<file path="src/rtl/issue_pkg.sv">
// Shared types and constants for the micro-instruction issue unit.
// Instruction word layout: {op[19:15], ar2[14:10], ar1[9:5], aw[4:0]}.
package issue_pkg;

  localparam int BUS_W = 20;
  localparam int DEPTH = 32;
  localparam int PC_W  = $clog2(DEPTH);

  localparam logic [4:0] HALT_OP = 5'b11111;

  localparam int OP_HI  = 19;
  localparam int OP_LO  = 15;
  localparam int AR2_HI = 14;
  localparam int AR2_LO = 10;
  localparam int AR1_HI = 9;
  localparam int AR1_LO = 5;
  localparam int AW_HI  = 4;
  localparam int AW_LO  = 0;

  typedef logic [BUS_W-1:0] word_t;

  typedef enum logic [1:0] {
    IDLE  = 2'd0,
    FETCH = 2'd1,
    ISSUE = 2'd2,
    HALT  = 2'd3
  } state_t;

  function automatic logic [4:0] word_op(input word_t w);
    return w[OP_HI:OP_LO];
  endfunction

endpackage

</file>
<file path="src/rtl/instr_mem.sv">
// Program store: one synchronous write port, one synchronous 1-cycle read port.
// No reset on the array or read register so it maps onto block RAM.
module instr_mem #(
  parameter int DEPTH = 32,
  parameter int AW    = $clog2(DEPTH),
  parameter int WIDTH = 20
) (
  input  logic             clk,
  input  logic             we,
  input  logic [AW-1:0]    waddr,
  input  logic [WIDTH-1:0] wdata,
  input  logic             re,
  input  logic [AW-1:0]    raddr,
  output logic [WIDTH-1:0] rdata
);

  logic [WIDTH-1:0] mem [DEPTH];
  logic [WIDTH-1:0] rdata_q;

  always_ff @(posedge clk) begin
    if (we) begin
      mem[waddr] <= wdata;
    end
    if (re) begin
      rdata_q <= mem[raddr];
    end
  end

  assign rdata = rdata_q;

endmodule

</file>
<file path="src/rtl/instr_issue_unit.sv">
// Steps a PC through the loaded program, presenting each non-halt word on the
// datapath bus with a one-cycle wreg commit pulse (one instruction per 2 cycles).
module instr_issue_unit
  import issue_pkg::*;
#(
  parameter int         DEPTH   = issue_pkg::DEPTH,
  parameter int         PC_W    = $clog2(DEPTH),
  parameter logic [4:0] HALT_OP = issue_pkg::HALT_OP
) (
  input  logic             clk,
  input  logic             rst,
  input  logic             start,
  input  logic             stall,
  input  logic             prog_we,
  input  logic [PC_W-1:0]  prog_addr,
  input  logic [BUS_W-1:0] prog_data,
  output logic [BUS_W-1:0] bus,
  output logic             wreg,
  output logic [PC_W-1:0]  pc,
  output logic             busy,
  output logic             halted
);

  state_t           state_q, state_d;
  logic [PC_W-1:0]  pc_q, pc_d;
  logic [BUS_W-1:0] bus_q, bus_d;
  logic             wreg_q, wreg_d;

  logic             mem_we;
  logic             mem_re;
  logic [BUS_W-1:0] mem_rdata;
  logic             pc_last;

  instr_mem #(
    .DEPTH (DEPTH),
    .AW    (PC_W),
    .WIDTH (BUS_W)
  ) u_mem (
    .clk   (clk),
    .we    (mem_we),
    .waddr (prog_addr),
    .wdata (prog_data),
    .re    (mem_re),
    .raddr (pc_q),
    .rdata (mem_rdata)
  );

  assign pc_last = (pc_q == PC_W'(DEPTH - 1));

  always_comb begin
    state_d = state_q;
    pc_d    = pc_q;
    bus_d   = bus_q;
    wreg_d  = 1'b0;
    mem_we  = 1'b0;
    mem_re  = 1'b0;

    case (state_q)
      IDLE, HALT: begin
        mem_we = prog_we;
        if (start) begin
          state_d = FETCH;
          pc_d    = '0;
        end
      end

      // Reading every FETCH cycle means a stalled read is simply re-issued.
      FETCH: begin
        mem_re = 1'b1;
        if (!stall) begin
          state_d = ISSUE;
        end
      end

      // Consuming a word (halt or not) advances pc, but it never wraps past the end.
      ISSUE: begin
        if (!stall) begin
          pc_d = pc_last ? pc_q : pc_q + PC_W'(1);
          if (word_op(mem_rdata) == HALT_OP) begin
            state_d = HALT;
          end else begin
            bus_d   = mem_rdata;
            wreg_d  = 1'b1;
            state_d = pc_last ? HALT : FETCH;
          end
        end
      end

      default: begin
        state_d = IDLE;
      end
    endcase
  end

  always_ff @(posedge clk) begin
    if (rst) begin
      state_q <= IDLE;
      pc_q    <= '0;
      bus_q   <= '0;
      wreg_q  <= 1'b0;
    end else begin
      state_q <= state_d;
      pc_q    <= pc_d;
      bus_q   <= bus_d;
      wreg_q  <= wreg_d;
    end
  end

  assign bus    = bus_q;
  assign wreg   = wreg_q;
  assign pc     = pc_q;
  assign busy   = (state_q == FETCH) || (state_q == ISSUE);
  assign halted = (state_q == HALT);

endmodule
</file>
<file path="config.mk">
export PLATFORM = sky130hd
export DESIGN_NAME = instr_issue_unit
export DESIGN_NICKNAME = d
export VERILOG_FILES = /design/src/rtl/issue_pkg.sv /design/src/rtl/instr_mem.sv /design/src/rtl/instr_issue_unit.sv
export SDC_FILE = /design/constraint.sdc
export NUM_CORES = 1
export LEC_CHECK = 0
export ABC_AREA = 1
export BUFFER_PORTS_ARGS = -buffer_cell sky130_fd_sc_hd__buf_2
export CELL_PAD_IN_SITES_DETAIL_PLACEMENT = 1
export CELL_PAD_IN_SITES_GLOBAL_PLACEMENT = 1
export CORE_MARGIN = 5
export CORE_UTILIZATION = 30
export DETAILED_ROUTE_END_ITERATION = 10
export PLACE_DENSITY = 0.62
export SYNTH_ARGS = -nofsm -noshare
export SYNTH_HDL_FRONTEND = slang
export SYNTH_HIERARCHICAL = 1
export SYNTH_SLANG_ARGS = --single-unit
</file>
<file path="constraint.sdc">
create_clock -name clk -period 3.5 [get_ports clk]
set_input_delay 0.35 -clock clk [delete_from_list [all_inputs] [get_ports clk]]
set_output_delay 0.35 -clock clk [all_outputs]
set_load 0.02 [all_outputs]
</file>
==> impl_metrics.ini <==
[hold_path]
holdPathEnd = pc[4]
min_from = rst
worst_hold_path_type = input pin to flip-flop
whs_path_depth = 2

[timing]
fmax_ghz = 0.379
fin_ws_ps = 861
setup_viol = 0
rsz0062_at_grt = false
slew_headroom_pct = 35.1
fin_tns_setup_ps = 0
hold_ws_ps = 45.7
fin_crit_sh_pct = 75.4
drv_slew = 0
worst_slew_pin_slew_ps = 972
fin_worst_skew_ps = 15.3
hold_viol_final = 0
period_minus_slack_ps = 2640

[yosys]
synthCells = 2388
synth_top_area_share_pct = 71.0
synth-compound-area-share_pct = 0.583
synth.most_common_cell = nand2_1
yosys.area.top_type = edfxtp_1
synth_edf_count = 660
ys_ff_latch = 688
ys.warnings.count = 6
syn_area_per_cell_um2 = 11.7
synth_mux_area_share_pct = 0
yosys.area_share.simple_pct = 22.5
synth_top_family_by_area = simple AND/OR/NAND/NOR gates
synth_nets = 2423
syn_area_mm2 = 0.0279
yosysSeqAreaShare_pct = 73.1
ys_types = 26
synth_area_leaders = edfxtp_1 (71%), nand2_1 (12%), nand3_1 (8.9%), dfxtp_1 (2.0%), buf_2 (1.1%)
synth_top_cells_by_count = nand2_1 (920), edfxtp_1 (660), nand3_1 (498)
synthFlopType = edfxtp_1
synth-adder-area-share_pct = 0.224
synth-xor-area-share_pct = 0
ys_async_sr_fraction_pct = 0

[grt]
globalRouteTotalUtil_pct = 16.4
grt_pass1_vias = 18929
grt_overflow = 0
grt_first_pass_wirelength_um = 122000
grt_start_max_net_pins = 139
antenna_found_initial = 6

[pwr]
internal-power_mw = 13.9
ir_drop_mv = 0.347
seqPwrFrac_pct = 50.3
comb_power_share_pct = 8.5
switchingPower_mw = 4.43
clkPwrFrac_pct = 41.2
p_sw_share_pct = 24.2
power_leakage_nw = 11.5
power.density_mw_per_mm2 = 573

[drt]
first_iter_violations = 1501
drt_wl_total_um = 82400
firstDrtPassIters = 5
num_vias = 18437
wl_per_cell_um = 22.0
via_per_inst = 4.91
drc = 0
antenna_left = 0

[die]
design.core.area_mm2 = 0.0919
initial_utilization_pct = 30.3
io_pins = 58
die_w_um = 315
rows = 111
die_area_mm2 = 0.0992
fp.dieH_um = 315

[critical_path]
cpMostUsedCell = nand2_1
critPathKind = flip-flop to flip-flop
critPathMaxFanout = 96
path_buf_inv = 2
slowest_delay_ps = 720
reg2reg_from = pc[0]
endpoint_kind = flip-flop
worst-endpoint-arrival_ps = 2960
cpMaxStageDelayCell = dfxtp_4
reg2reg_slack_ps = 860
rr_endpoint = u_mem/rdata[16]
rr_worst_depth = 10
cp.depth = 10
path_cells = inv_8, buf_12, nand2_1, nand3_1, nand3_1, nand2_1, nand2_1, nand2_1, nand2_1, nand2_1
cp.required_ps = 3820
path_delay_family = simple AND/OR/NAND/NOR gates
cp-start-kind = flip-flop

[clocking]
clock_latency_ps = 620
h-tree-depth = 3
ctsResizeCount = 0
root_buffer = clkbuf_16
postCtsHoldBufs = 0
cts_max_path_buffers = 3
clk_pin_slew_worst_paths_ps = 60
cts_buffers = 73
postCtsSetupBuffers = 0
cts_sinks = 688
cts_tree = built

[place]
portBuffers = 57
dp_hpwl_um = 49200
post-place-ws_ps = 907
finalWeightedCongestion = 0.811

[finish]
nets = 2483
area_growth_pct = 14.3
drive_above_1_share_pct = 11.0

[run_status]
status = complete, no violations

[flow_run]
max_cap_violations = 0
-- state kept, by name (all words and copies together) (netlist names) --
signal,count
u_mem/mem,640
u_mem/rdata,20
wreg,1
pc,5
bus,20
state_q,2
-- metrics by stage --
stage | cell area (um2) | util (%) | power (mW) | std cells
6_report | 31900 | 34.7 | 18.3 | 3753
5_1_grt | 31900 | 34.7 | 19.0 | 3748
4_1_cts | 31900 | 34.7 | 18.5 | 3747
3_5_place_dp | 29600 | 32.2 | 10.9 | 3616
3_3_place_gp | 29600 | 32.2 | 10.9 | 3616
2_1_floorplan | 27900 | - | 10.4 | 2388
-- worst max path at each step --
stage                from                 to  slack [ps]
2_1_floorplan  state_q[0]   u_mem/mem[27][0]        1090
3_5_place_dp   state_q[0]   u_mem/mem[29][9]         910
6_report            pc[0]    u_mem/rdata[16]         860
4_1_cts        state_q[0]  u_mem/mem[29][11]         850
3_3_place_gp   state_q[0]    u_mem/mem[1][7]         920
5_1_grt        state_q[0]   u_mem/mem[29][5]         710
-- layout make-up --
cell class	count	area, um2
clock buffers	89	1910
repair buffers	127	948
well taps	1243	1560
flip-flops and latches	688	20400
multi-input cells	1536	6580
fillers	10078	60100
diodes	6	15.0
clock inverters	42	395
inverters	22	98.8
-- layout by cell type (no fill, tap or decap), types with 5 or more instances in the layout --
master / count
inv_1: 15
bufinv_16: 6
buf_4: 59
nand2_1: 920
edfxtp_1: 660
dfxtp_1: 24
clkinv_2: 13
diode_2: 6
o21ai_0: 15
buf_2: 57
ha_1: 5
o21ai_1: 7
nor2_1: 47
nor2_2: 34
buf_12: 11
clkbuf_1: 15
nand3_1: 498
clkbuf_16: 74
clkinv_1: 15
-- power groups by stage --
stage	combinational (mW)	sequential (mW)	clock, mW
6_report	1.56	9.20	7.53
5_1_grt	1.74	9.20	8.08
4_1_cts	1.58	9.20	7.70
3_5_place_dp	1.57	9.37	0
3_3_place_gp	1.52	9.37	0
2_1_floorplan	1.06	9.33	0
-- metal layers --
layer,global-route usage (%),vias up,share of wire (%)
met3,2.81,115,5.8
met4,4.30,0,2.4
li1,-,8411,-
met5,0,-,0
met2,27.4,460,48
met1,22.3,9451,44
-- cell families after synthesis --
| family | Yosys count |
|---|---|
| compound gates | 30 |
| fa+ha+maj | 5 |
| buf+inv | 164 |
| flops | 688 |
| simple gates | 1501 |
-- worst reg2reg max path, delay by kind of cell (launching register included) --
kind	cells	cell delay (ps)
simple gates	8	840
buf+inv	2	790
flops	1	720
Note: power is estimated with default switching activity, not from simulation.
